File: config.mk
export PLATFORM = sky130hd
export DESIGN_NAME = rr_decode_scheduler_flat
export DESIGN_NICKNAME = d
export VERILOG_FILES = /design/src/rtl/rr_decode_scheduler_pkg.sv /design/src/rtl/rr_decode_scheduler_if.sv /design/src/rtl/rr_decode_scheduler_onehot_dec3to8.sv /design/src/rtl/rr_decode_scheduler.sv /design/src/flat_wrapper.sv
export SDC_FILE = /design/constraint.sdc
export NUM_CORES = 1
export LEC_CHECK = 0
export ABC_AREA = 1
export BUFFER_PORTS_ARGS = -buffer_cell sky130_fd_sc_hd__clkbuf_2
export CELL_PAD_IN_SITES_DETAIL_PLACEMENT = 0
export CELL_PAD_IN_SITES_GLOBAL_PLACEMENT = 1
export CORE_UTILIZATION = 30
export CTS_CLUSTER_DIAMETER = 80
export DETAILED_ROUTE_END_ITERATION = 8
export PLACE_DENSITY_LB_ADDON = 0.1
export SETUP_SLACK_MARGIN = 0.1
export SYNTH_ARGS = -nofsm -noshare
export SYNTH_HDL_FRONTEND = slang
export SYNTH_HIERARCHICAL = 1
export SYNTH_SLANG_ARGS = --single-unit
File: constraint.sdc
create_clock -name clk -period 2.7 [get_ports clk]
set_input_delay 0.405 -clock clk [delete_from_list [all_inputs] [get_ports clk]]
set_output_delay 0.405 -clock clk [all_outputs]
set_load 0.02 [all_outputs]
File: src/rtl/rr_decode_scheduler_pkg.sv
// Shared types and helpers for the round-robin decode scheduler.
// Holds the state encoding, requester-count constants and the
// rotating find-first search used to pick the next winner.
package rr_sched_pkg;

    localparam int N_REQ = 8;
    localparam int IDX_W = 3;

    typedef enum logic [1:0] {
        ST_IDLE  = 2'b00,
        ST_GRANT = 2'b01,
        ST_GAP   = 2'b10
    } sched_state_t;

    // First set bit of vec, scanning upward from start and wrapping
    // from N_REQ-1 back to 0. Returns 0 when vec is empty; callers
    // check for an empty vector themselves.
    function automatic logic [IDX_W-1:0] rr_find_first(
        input logic [N_REQ-1:0] vec,
        input logic [IDX_W-1:0] start
    );
        logic [IDX_W-1:0] idx;
        logic [IDX_W-1:0] cand;
        logic             found;
        idx   = '0;
        found = 1'b0;
        for (int i = 0; i < N_REQ; i++) begin
            cand = start + IDX_W'(i);
            if (!found && vec[cand]) begin
                idx   = cand;
                found = 1'b1;
            end
        end
        return idx;
    endfunction

endpackage

File: src/rtl/rr_decode_scheduler_if.sv
// Requester/grant bundle between the requesters and the scheduler.
// The master side drives enable and requests; the scheduler (slave)
// returns the one-hot grant, winner index and status flags.
interface rr_decode_scheduler_if;
    import rr_sched_pkg::*;

    logic              en_i;
    logic [N_REQ-1:0]  req_i;
    logic [N_REQ-1:0]  gnt_o;
    logic [IDX_W-1:0]  gnt_idx_o;
    logic              gnt_valid_o;
    logic              busy_o;
    logic              timeout_o;

    modport master (
        output en_i, req_i,
        input  gnt_o, gnt_idx_o, gnt_valid_o, busy_o, timeout_o
    );

    modport slave (
        input  en_i, req_i,
        output gnt_o, gnt_idx_o, gnt_valid_o, busy_o, timeout_o
    );

endinterface

File: src/rtl/rr_decode_scheduler_onehot_dec3to8.sv
// Combinational 3-to-8 one-hot decoder with an enable; all outputs
// are zero while the enable is low.
module onehot_dec3to8
    import rr_sched_pkg::*;
(
    input  logic              en_i,
    input  logic [IDX_W-1:0]  idx_i,
    output logic [N_REQ-1:0]  onehot_o
);

    // Decode the index into a single set bit when enabled
    always_comb begin
        onehot_o = '0;
        if (en_i) begin
            onehot_o[idx_i] = 1'b1;
        end
    end

endmodule

File: src/rtl/rr_decode_scheduler.sv
// Round-robin scheduler sharing one 8-way one-hot select among 8
// requesters. A winner keeps the grant while it requests; releasing
// inserts one dead GAP cycle before the next owner is granted.
// Optional macro SCHED_TIMEOUT_EN: adds a hold counter that forcibly
// revokes a grant after MAX_HOLD cycles and pulses timeout_o.
module rr_decode_scheduler
    import rr_sched_pkg::*;
#(
    parameter int MAX_HOLD = 16,
    parameter int HOLD_W   = 5
)
(
    input  logic                  clk,
    input  logic                  rst_n,
    rr_decode_scheduler_if.slave  bus
);

    // Reject parameter sets the hold counter cannot represent
    if ((MAX_HOLD < 2) || (MAX_HOLD > 31) || ((2 ** HOLD_W) <= MAX_HOLD)) begin : g_bad_param
        $error("rr_decode_scheduler: MAX_HOLD must be 2..31 and fit in HOLD_W bits");
    end

    sched_state_t      state_q, state_d;
    logic [IDX_W-1:0]  gnt_idx_q, gnt_idx_d;
    logic [IDX_W-1:0]  last_idx_q, last_idx_d;
    logic [N_REQ-1:0]  gnt_q, gnt_d;
    logic              gnt_valid_q, gnt_valid_d;
    logic              busy_q, busy_d;
    logic [IDX_W-1:0]  win_idx;

`ifdef SCHED_TIMEOUT_EN
    logic [HOLD_W-1:0] hold_q, hold_d;
    logic              timeout_q, timeout_d;
`endif

    // Candidate winner: rotate priority so the previous owner is last
    always_comb begin
        win_idx = rr_find_first(bus.req_i, last_idx_q + IDX_W'(1));
    end

    // Next-state and next-output logic
    always_comb begin
        state_d    = state_q;
        gnt_idx_d  = gnt_idx_q;
        last_idx_d = last_idx_q;
`ifdef SCHED_TIMEOUT_EN
        hold_d     = hold_q;
        timeout_d  = 1'b0;
`endif
        case (state_q)
            ST_IDLE, ST_GAP: begin
                if (bus.en_i && (|bus.req_i)) begin
                    state_d   = ST_GRANT;
                    gnt_idx_d = win_idx;
`ifdef SCHED_TIMEOUT_EN
                    hold_d    = '0;
`endif
                end else begin
                    state_d = ST_IDLE;
                end
            end
            ST_GRANT: begin
                if (!bus.req_i[gnt_idx_q]) begin
                    // Voluntary release wins over a coincident timeout
                    state_d    = ST_GAP;
                    last_idx_d = gnt_idx_q;
`ifdef SCHED_TIMEOUT_EN
                    hold_d     = '0;
`endif
                end
`ifdef SCHED_TIMEOUT_EN
                else if (hold_q == HOLD_W'(MAX_HOLD - 1)) begin
                    state_d    = ST_GAP;
                    last_idx_d = gnt_idx_q;
                    hold_d     = '0;
                    timeout_d  = 1'b1;
                end else begin
                    hold_d = hold_q + HOLD_W'(1);
                end
`endif
            end
            default: begin
                state_d = ST_IDLE;
            end
        endcase
        gnt_valid_d = (state_d == ST_GRANT);
        busy_d      = (state_d == ST_GRANT) || (state_d == ST_GAP);
    end

    onehot_dec3to8 u_dec (
        .en_i     (gnt_valid_d),
        .idx_i    (gnt_idx_d),
        .onehot_o (gnt_d)
    );

    // State and registered outputs; reset clears the grant immediately
    always_ff @(posedge clk or negedge rst_n) begin
        if (!rst_n) begin
            state_q     <= ST_IDLE;
            gnt_idx_q   <= '0;
            last_idx_q  <= IDX_W'(N_REQ - 1);
            gnt_q       <= '0;
            gnt_valid_q <= 1'b0;
            busy_q      <= 1'b0;
        end else begin
            state_q     <= state_d;
            gnt_idx_q   <= gnt_idx_d;
            last_idx_q  <= last_idx_d;
            gnt_q       <= gnt_d;
            gnt_valid_q <= gnt_valid_d;
            busy_q      <= busy_d;
        end
    end

`ifdef SCHED_TIMEOUT_EN
    // Hold counter and forced-revoke pulse
    always_ff @(posedge clk or negedge rst_n) begin
        if (!rst_n) begin
            hold_q    <= '0;
            timeout_q <= 1'b0;
        end else begin
            hold_q    <= hold_d;
            timeout_q <= timeout_d;
        end
    end

    assign bus.timeout_o = timeout_q;
`else
    assign bus.timeout_o = 1'b0;
`endif

    assign bus.gnt_o       = gnt_q;
    assign bus.gnt_idx_o   = gnt_idx_q;
    assign bus.gnt_valid_o = gnt_valid_q;
    assign bus.busy_o      = busy_q;

endmodule

File: src/flat_wrapper.sv
// flat-port wrapper written by rule: the top's interface ports become plain ports
module rr_decode_scheduler_flat import rr_sched_pkg::*;
#(
    parameter int MAX_HOLD = 16,
    parameter int HOLD_W   = 5
)
  (clk, rst_n, bus_en_i, bus_req_i, bus_gnt_o, bus_gnt_idx_o, bus_gnt_valid_o, bus_busy_o, bus_timeout_o);
  rr_decode_scheduler_if bus_i ();
  input  logic clk;
  input  logic rst_n;
  input wire logic [$bits(bus_i.en_i)-1:0] bus_en_i;
  input wire logic [$bits(bus_i.req_i)-1:0] bus_req_i;
  output wire logic [$bits(bus_i.gnt_o)-1:0] bus_gnt_o;
  output wire logic [$bits(bus_i.gnt_idx_o)-1:0] bus_gnt_idx_o;
  output wire logic [$bits(bus_i.gnt_valid_o)-1:0] bus_gnt_valid_o;
  output wire logic [$bits(bus_i.busy_o)-1:0] bus_busy_o;
  output wire logic [$bits(bus_i.timeout_o)-1:0] bus_timeout_o;
  assign bus_i.en_i = bus_en_i;
  assign bus_i.req_i = bus_req_i;
  assign bus_gnt_o = bus_i.gnt_o;
  assign bus_gnt_idx_o = bus_i.gnt_idx_o;
  assign bus_gnt_valid_o = bus_i.gnt_valid_o;
  assign bus_busy_o = bus_i.busy_o;
  assign bus_timeout_o = bus_i.timeout_o;
  rr_decode_scheduler #(.MAX_HOLD(MAX_HOLD), .HOLD_W(HOLD_W)) u_core (.clk(clk), .rst_n(rst_n), .bus(bus_i));
endmodule
; ---- Word-level counts from Yosys, hierarchy flattened
; Index checks and enable logic that the tools add are counted.
[totals]
regBits = 18
out_inout_bits = 14
[op_classes]
addsub = 8
order_cmp = 11
eq_ne = 4
n_mux = 41
n_bitwise = 1
reduce_logical = 21
[ops]
columns = cell, n
row1 = < comparator 3 x 4 -> 1 bit (second input constant), 10
row2 = 2-to-1 mux 3 bit, 10
row3 = binary-select mux 1 bit (select 3 bit), 9
row4 = 2-to-1 mux 1 bit, 18
row5 = adder 3 bit (second input constant), 4
row6 = logical AND 1 bit, 9
row7 = 2-to-1 mux 8 bit, 1
row8 = OR reduction 8 bit, 1
row9 = logical NOT 1 bit, 7
row10 = adder 3 x 1 -> 3 bit (second input constant), 2
row11 = adder 3 x 2 -> 3 bit (second input constant), 2
row12 = equality test 2 x 1 -> 1 bit (second input constant), 2
row13 = equality test 2 bit (second input constant), 2
row14 = one-hot mux 2 bit (2 select lines), 1
row15 = demux 1 bit (select 3 bit), 1
row16 = greater-or-equal comparator 3 x 1 -> 1 bit (second input constant), 1
row17 = logical NOT 2 bit, 1
row18 = 2-to-1 mux 2 bit, 1
row19 = AND reduction 2 bit, 1
row20 = OR reduction 2 bit, 1
row21 = logical OR 1 bit, 1
row22 = NOT 1 bit, 1

; ---- Longest topological paths before layout
[depth]
depth_word = 32
ltp_mapped = 24
depth_no_buf = 20

; ---- Cells and area by module
; Netlist, hierarchy kept.
[modules_own_cells]
columns = module, n_inst, cells_each, area_per_inst_um2, seq_area_each_um2
row1 = rr_decode_scheduler, 1, 241, 1621.6, 454.2
row2 = onehot_dec3to8, 1, 17, 63.8, 0.0

; ---- Least setup slack after synthesis
; No wires, ideal clock.
[synth_path]
path_kind = reg-to-reg
start = reg u_core.last_idx_q[0]
end = reg u_core.gnt_q[1], in the netlist u_core/bus.gnt_o[1]
setup_time_ns = 0.072
t_arrival_ns = 2.657
setup_slack_ns = -0.029
stages_incl_launch_ff = 24
path_buffers = 4
synth_period_minus_slack_ns = 2.729
path_cell_list = dfstp_2 > buf_6 > inv_4 > buf_6 > ha_1 > buf_6 > inv_2 > buf_6 > nand3_1 > nand3_2 > nand2_2 > inv_2 > nand2_4 > nor2_8 > nand3_4 > nor2_8 > nand2_4 > o21bai_2 > inv_1 > nand2_1 > nand2_1 > inv_1 > nand2_1 > nor2_1
[synth_between]
elab_chain_len = 32
elab_cells_between_ends = 61
cone_classes = add/sub: 8 / order compare: 2 / mux: 36 / reduce/logical: 15
[synth_rtl]
columns = element, line_no
row1 = start: declaration, rr_decode_scheduler.sv:25  ; logic [IDX_W-1:0] last_idx_q, last_idx_d;
row2 = start signal: assignment, rr_decode_scheduler.sv:101  ; last_idx_q <= IDX_W'(N_REQ - 1);
row3 = start signal: assignment, rr_decode_scheduler.sv:108  ; last_idx_q <= last_idx_d;
row4 = adder 3 x 1 -> 3 bit (*), rr_decode_scheduler.sv:38  ; win_idx = rr_find_first(bus.req_i, last_idx_q + IDX_W'(1));
row5 = branches (longest 23 deep; another with adder 3 x 1 -> 3 bit), n/a
row6 = 2-to-1 mux 3 bit (*), rr_decode_scheduler_pkg.sv:29  ; if (!found && vec[cand]) begin
row7 = 2-to-1 mux 3 bit (*), rr_decode_scheduler.sv:52  ; if (bus.en_i && (|bus.req_i)) begin
row8 = 2-to-1 mux 3 bit (*), rr_decode_scheduler.sv:50  ; case (state_q)
row9 = via u_core.gnt_idx_d[1], rr_decode_scheduler.sv:24  ; logic [IDX_W-1:0] gnt_idx_q, gnt_idx_d;
row10 = < comparator 3 x 4 -> 1 bit (not written as such) / greater-or-equal comparator 3 x 1 -> 1 bit (equally long branches), rr_decode_scheduler_onehot_dec3to8.sv:15  ; onehot_o[idx_i] = 1'b1;
row11 = logical AND 1 bit (not written as such), rr_decode_scheduler_onehot_dec3to8.sv:15
row12 = 2-to-1 mux 1 bit (not written as such), rr_decode_scheduler_onehot_dec3to8.sv:15
row13 = demux 1 bit (select 3 bit) (*), rr_decode_scheduler_onehot_dec3to8.sv:15
row14 = 2-to-1 mux 8 bit (*), rr_decode_scheduler_onehot_dec3to8.sv:14  ; if (en_i) begin
row15 = via u_core.gnt_d[1], rr_decode_scheduler.sv:26  ; logic [N_REQ-1:0] gnt_q, gnt_d;
row16 = end signal: assignment, rr_decode_scheduler.sv:109  ; gnt_q <= gnt_d;
row17 = end: declaration, rr_decode_scheduler.sv:26
; Mark *: on every way through the listed nets, which the timed path passes. The select of a mux whose other input is x is not followed.
; A chain may end at the register's enable or synchronous reset.

; ---- Final worst setup path
; Ends and elaborated chain as after synthesis.

==> run_results.csv <==
group,metric,value,unit
status,status,"complete, no violations",
synth,syn-instance-count,258,
setup_path,crit_slowest_cell,"dfstp_2",
detailed_routing,m1WireLength,2190,µm
clock_network,clk_pin_slew,0.06,ns
setup_path,critPathMaxStageDelay,0.56,ns
layout,nets,302,
global_routing,grtUsageTotal,14.98,%
detailed_routing,ant_nets,0,
floorplanning,io_pins,25,
setup_path,crit_buf_inv,5,
synth,yosysUniqueCellTypes,30,
setup_path,cp-end-kind,"register",
global_routing,grt_max_degree,19,
place,dp.cells,351,
floorplanning,die_area,5921,µm²
detailed_routing,routed-wl-met3,97,µm
setup_path,cp_cell_sequence,"inv_4 > ha_4 > inv_4 > buf_6 > nand2_4 > nand2_4 > nand2_2 > nand2_2 > nand2_4 > nand2_4 > nor2_8 > nand3_4 > nor2_8 > nand2_4 > o21bai_2 > inv_1 > nand2_1 > nand2_2 > inv_2 > nand2_1 > nor2_1",
sta,skew,0.004626,ns
layout,areaGrowthSynthToFinish,24.72,%
floorplanning,die_h,76.95,µm
floorplanning,die_x,76.95,µm
synth,yosysTopAreaCell,"nand2_1",
synth,yosys_most_used_dff,"dfrtp_1",
global_routing,grt_pass1_wl,7093,µm
clock_network,cts.sinks,18,
layout,layout-drive-gt1-share,37.15,%
layout,finalNonFillerCells,358,
job,maxCapViolCount,0,
place,placed_area,1939,µm²
sta,drv_slew,0,
setup_path,worstPathRequired,2.88,ns
clock_network,cts_tree,"built",
setup_path,crit_top_cell,"nand2_4",
clock_network,clock_latency,0.25,ns
synth,yosysTopAreaCellShare,22.94,%
layout,final_cell_mix,"90 x nand2_1, 23 x clkbuf_2, 21 x nand2_2",
synth,async_flop_share,100.0,%
layout,multiInputGateArea,1197,µm²
detailed_routing,route.top_layer_used,"met4",
layout,regArea,454.2,µm²
detailed_routing,met2_wirelength,2004,µm
floorplanning,core,5270,µm²
clock_network,cts.path.max_buffers,2,
sta,worst_hold_slack,0.08580,ns
synth,synth_area,1685,µm²
setup_path,path_max_fanout,6,
setup_path,start_kind,"register",
synth,seq_area_frac_synth,26.95,%
sta,hold_viol,0,
place,hpwl,3597,µm
clock_network,h-tree-depth,1,
detailed_routing,drt-pass1-iter-count,4,
synth,yosys_warnings,6,
global_routing,grt_pass1_vias,1482,
synth,synth_area_per_cell,6.532,µm²
global_routing,globalRouteOverflowTotal,0,
place,gp_congestion,0.7742,
layout,antenna_cells,0,
floorplanning,rows,26,
setup_path,critical_path_class,"reg -> reg",
synth,synth_edf_count,0,
synth,synth_nets,271,
synth,synth_seq_cells,18,
sta,layout_min_cycle_time,2.538,ns
setup_path,crit_family,"simple AND/OR/NAND/NOR gates",
floorplanning,start_util,31.98,%
sta,period_share,94.00,%
sta,finalSetupViolCount,0,
min_path,hold_path_class,"in -> async",
layout,fin_area,2102,µm²
detailed_routing,totalWireLength,4363,µm
detailed_routing,route.detailed.drc,0,
layout,final_common_cell,"nand2_1",
synth,synth_area_leaders,"nand2_1 23%, dfrtp_1 22%, nand3_1 6.2%",
place,port_buffers,23,
clock_network,root_buffer,"clkbuf_8",
layout,fillers,598,
detailed_routing,wl_per_cell,12.19,µm
sta,fmax,0.3940,GHz
sta,rsz0062_at_grt,"yes",
detailed_routing,via_per_inst,4.545,
clock_network,numCtsBuffers,3,
detailed_routing,vias,1627,
detailed_routing,initialDrtViolationCount,83,
global_routing,antenna_found_initial,0,
setup_path,cp.arrival,2.72,ns
-- timing repair --
item                                    in CTS  in global routing
hold buffers                                 0                  0
endpoints found under the setup margin       8                  9
gates resized for setup                      6                 22
pin swaps                                    0                 18
buffers inserted                             0                  3
-- layer usage --
layer  vias up  track usage, %
met2        30           24.55
met4         0           4.038
li1        866               -
met5         -               0
met3         6          0.7143
met1       725           21.25
-- kinds of logic after synthesis --
| logic type | synth area share, % |
|---|---|
| AND/OR/NAND/NOR | 52.64 |
| adder cells (fa/ha/maj) | 1.485 |
| multiplexers | 0.6681 |
| other | 0.2225 |
| flip-flops | 26.95 |
| AO/OA/AOI/OAI | 7.795 |
| buffers and inverters | 10.24 |
-- flip-flops by register name, summed over array words and instances, names as in the netlist --
signal                  count
u_core/bus.busy_o           1
u_core/bus.gnt_o            8
u_core/last_idx_q           3
u_core/bus.gnt_idx_o        3
u_core/bus.gnt_valid_o      1
u_core/state_q              2
-- stage by stage --
stage / utilization [%] / TNS (ns) / worst slack, ns
after global routing: 39.89 / -0.0002105 / -0.0001175
after detailed placement: 36.80 / 0 / 0.03443
after global placement: 36.80 / 0 / 0.05812
after floorplan: - / 0 / 0.02532
after CTS: 37.99 / 0 / 0.1023
final: 39.89 / 0 / 0.1620
-- cells in the mapped netlist, types with 2 or more instances --
master and count:
nand3_1 21, nand2_2 15, nor2_1 21, o21ai_2 2, nand2_1 103, nand3_2 4, dfstp_2 3, a21oi_1 3
nand2_4 7, o21ai_0 9, nand4_1 5, dfrtp_1 15, buf_4 2, o21bai_2 2, inv_2 4, nand3b_1 2
ha_1 2, buf_6 4, nor2_8 2, inv_1 22
-- cell type report --
class	count	share of cell area, %
Inverter	27	5.179
Timing Repair Buffer	34	9.940
Clock buffer	4	2.143
Multi-Input combinational cell	205	56.96
Tap cell	70	4.167
Sequential cell	18	21.61
-- path summary, 6_finish.rpt --
kind / start / endpoint / slack (ns) / depth (start not counted)
max: u_core/last_idx_q[0]$_DFFE_PN1P_ / u_core/bus.gnt_o[1]$_DFF_PN0_ / 0.16 / 21
min: rst_n / u_core/bus.gnt_o[2]$_DFF_PN0_ / 0.09 / 1
max reg2reg: u_core/last_idx_q[0]$_DFFE_PN1P_ / u_core/bus.gnt_o[1]$_DFF_PN0_ / 0.16 / 21
min reg2reg: u_core/state_q[1]$_DFF_PN0_ / u_core/bus.busy_o$_DFF_PN0_ / 0.54 / 3
max in group asynchronous: rst_n / u_core/last_idx_q[0]$_DFFE_PN1P_ / 2.27 / 1
min in group clk: u_core/state_q[1]$_DFF_PN0_ / u_core/bus.busy_o$_DFF_PN0_ / 0.54 / 3
Power is left out: the tool's default activity adds up to more than one toggle a clock period on the data nets, which glitch-free logic cannot reach.
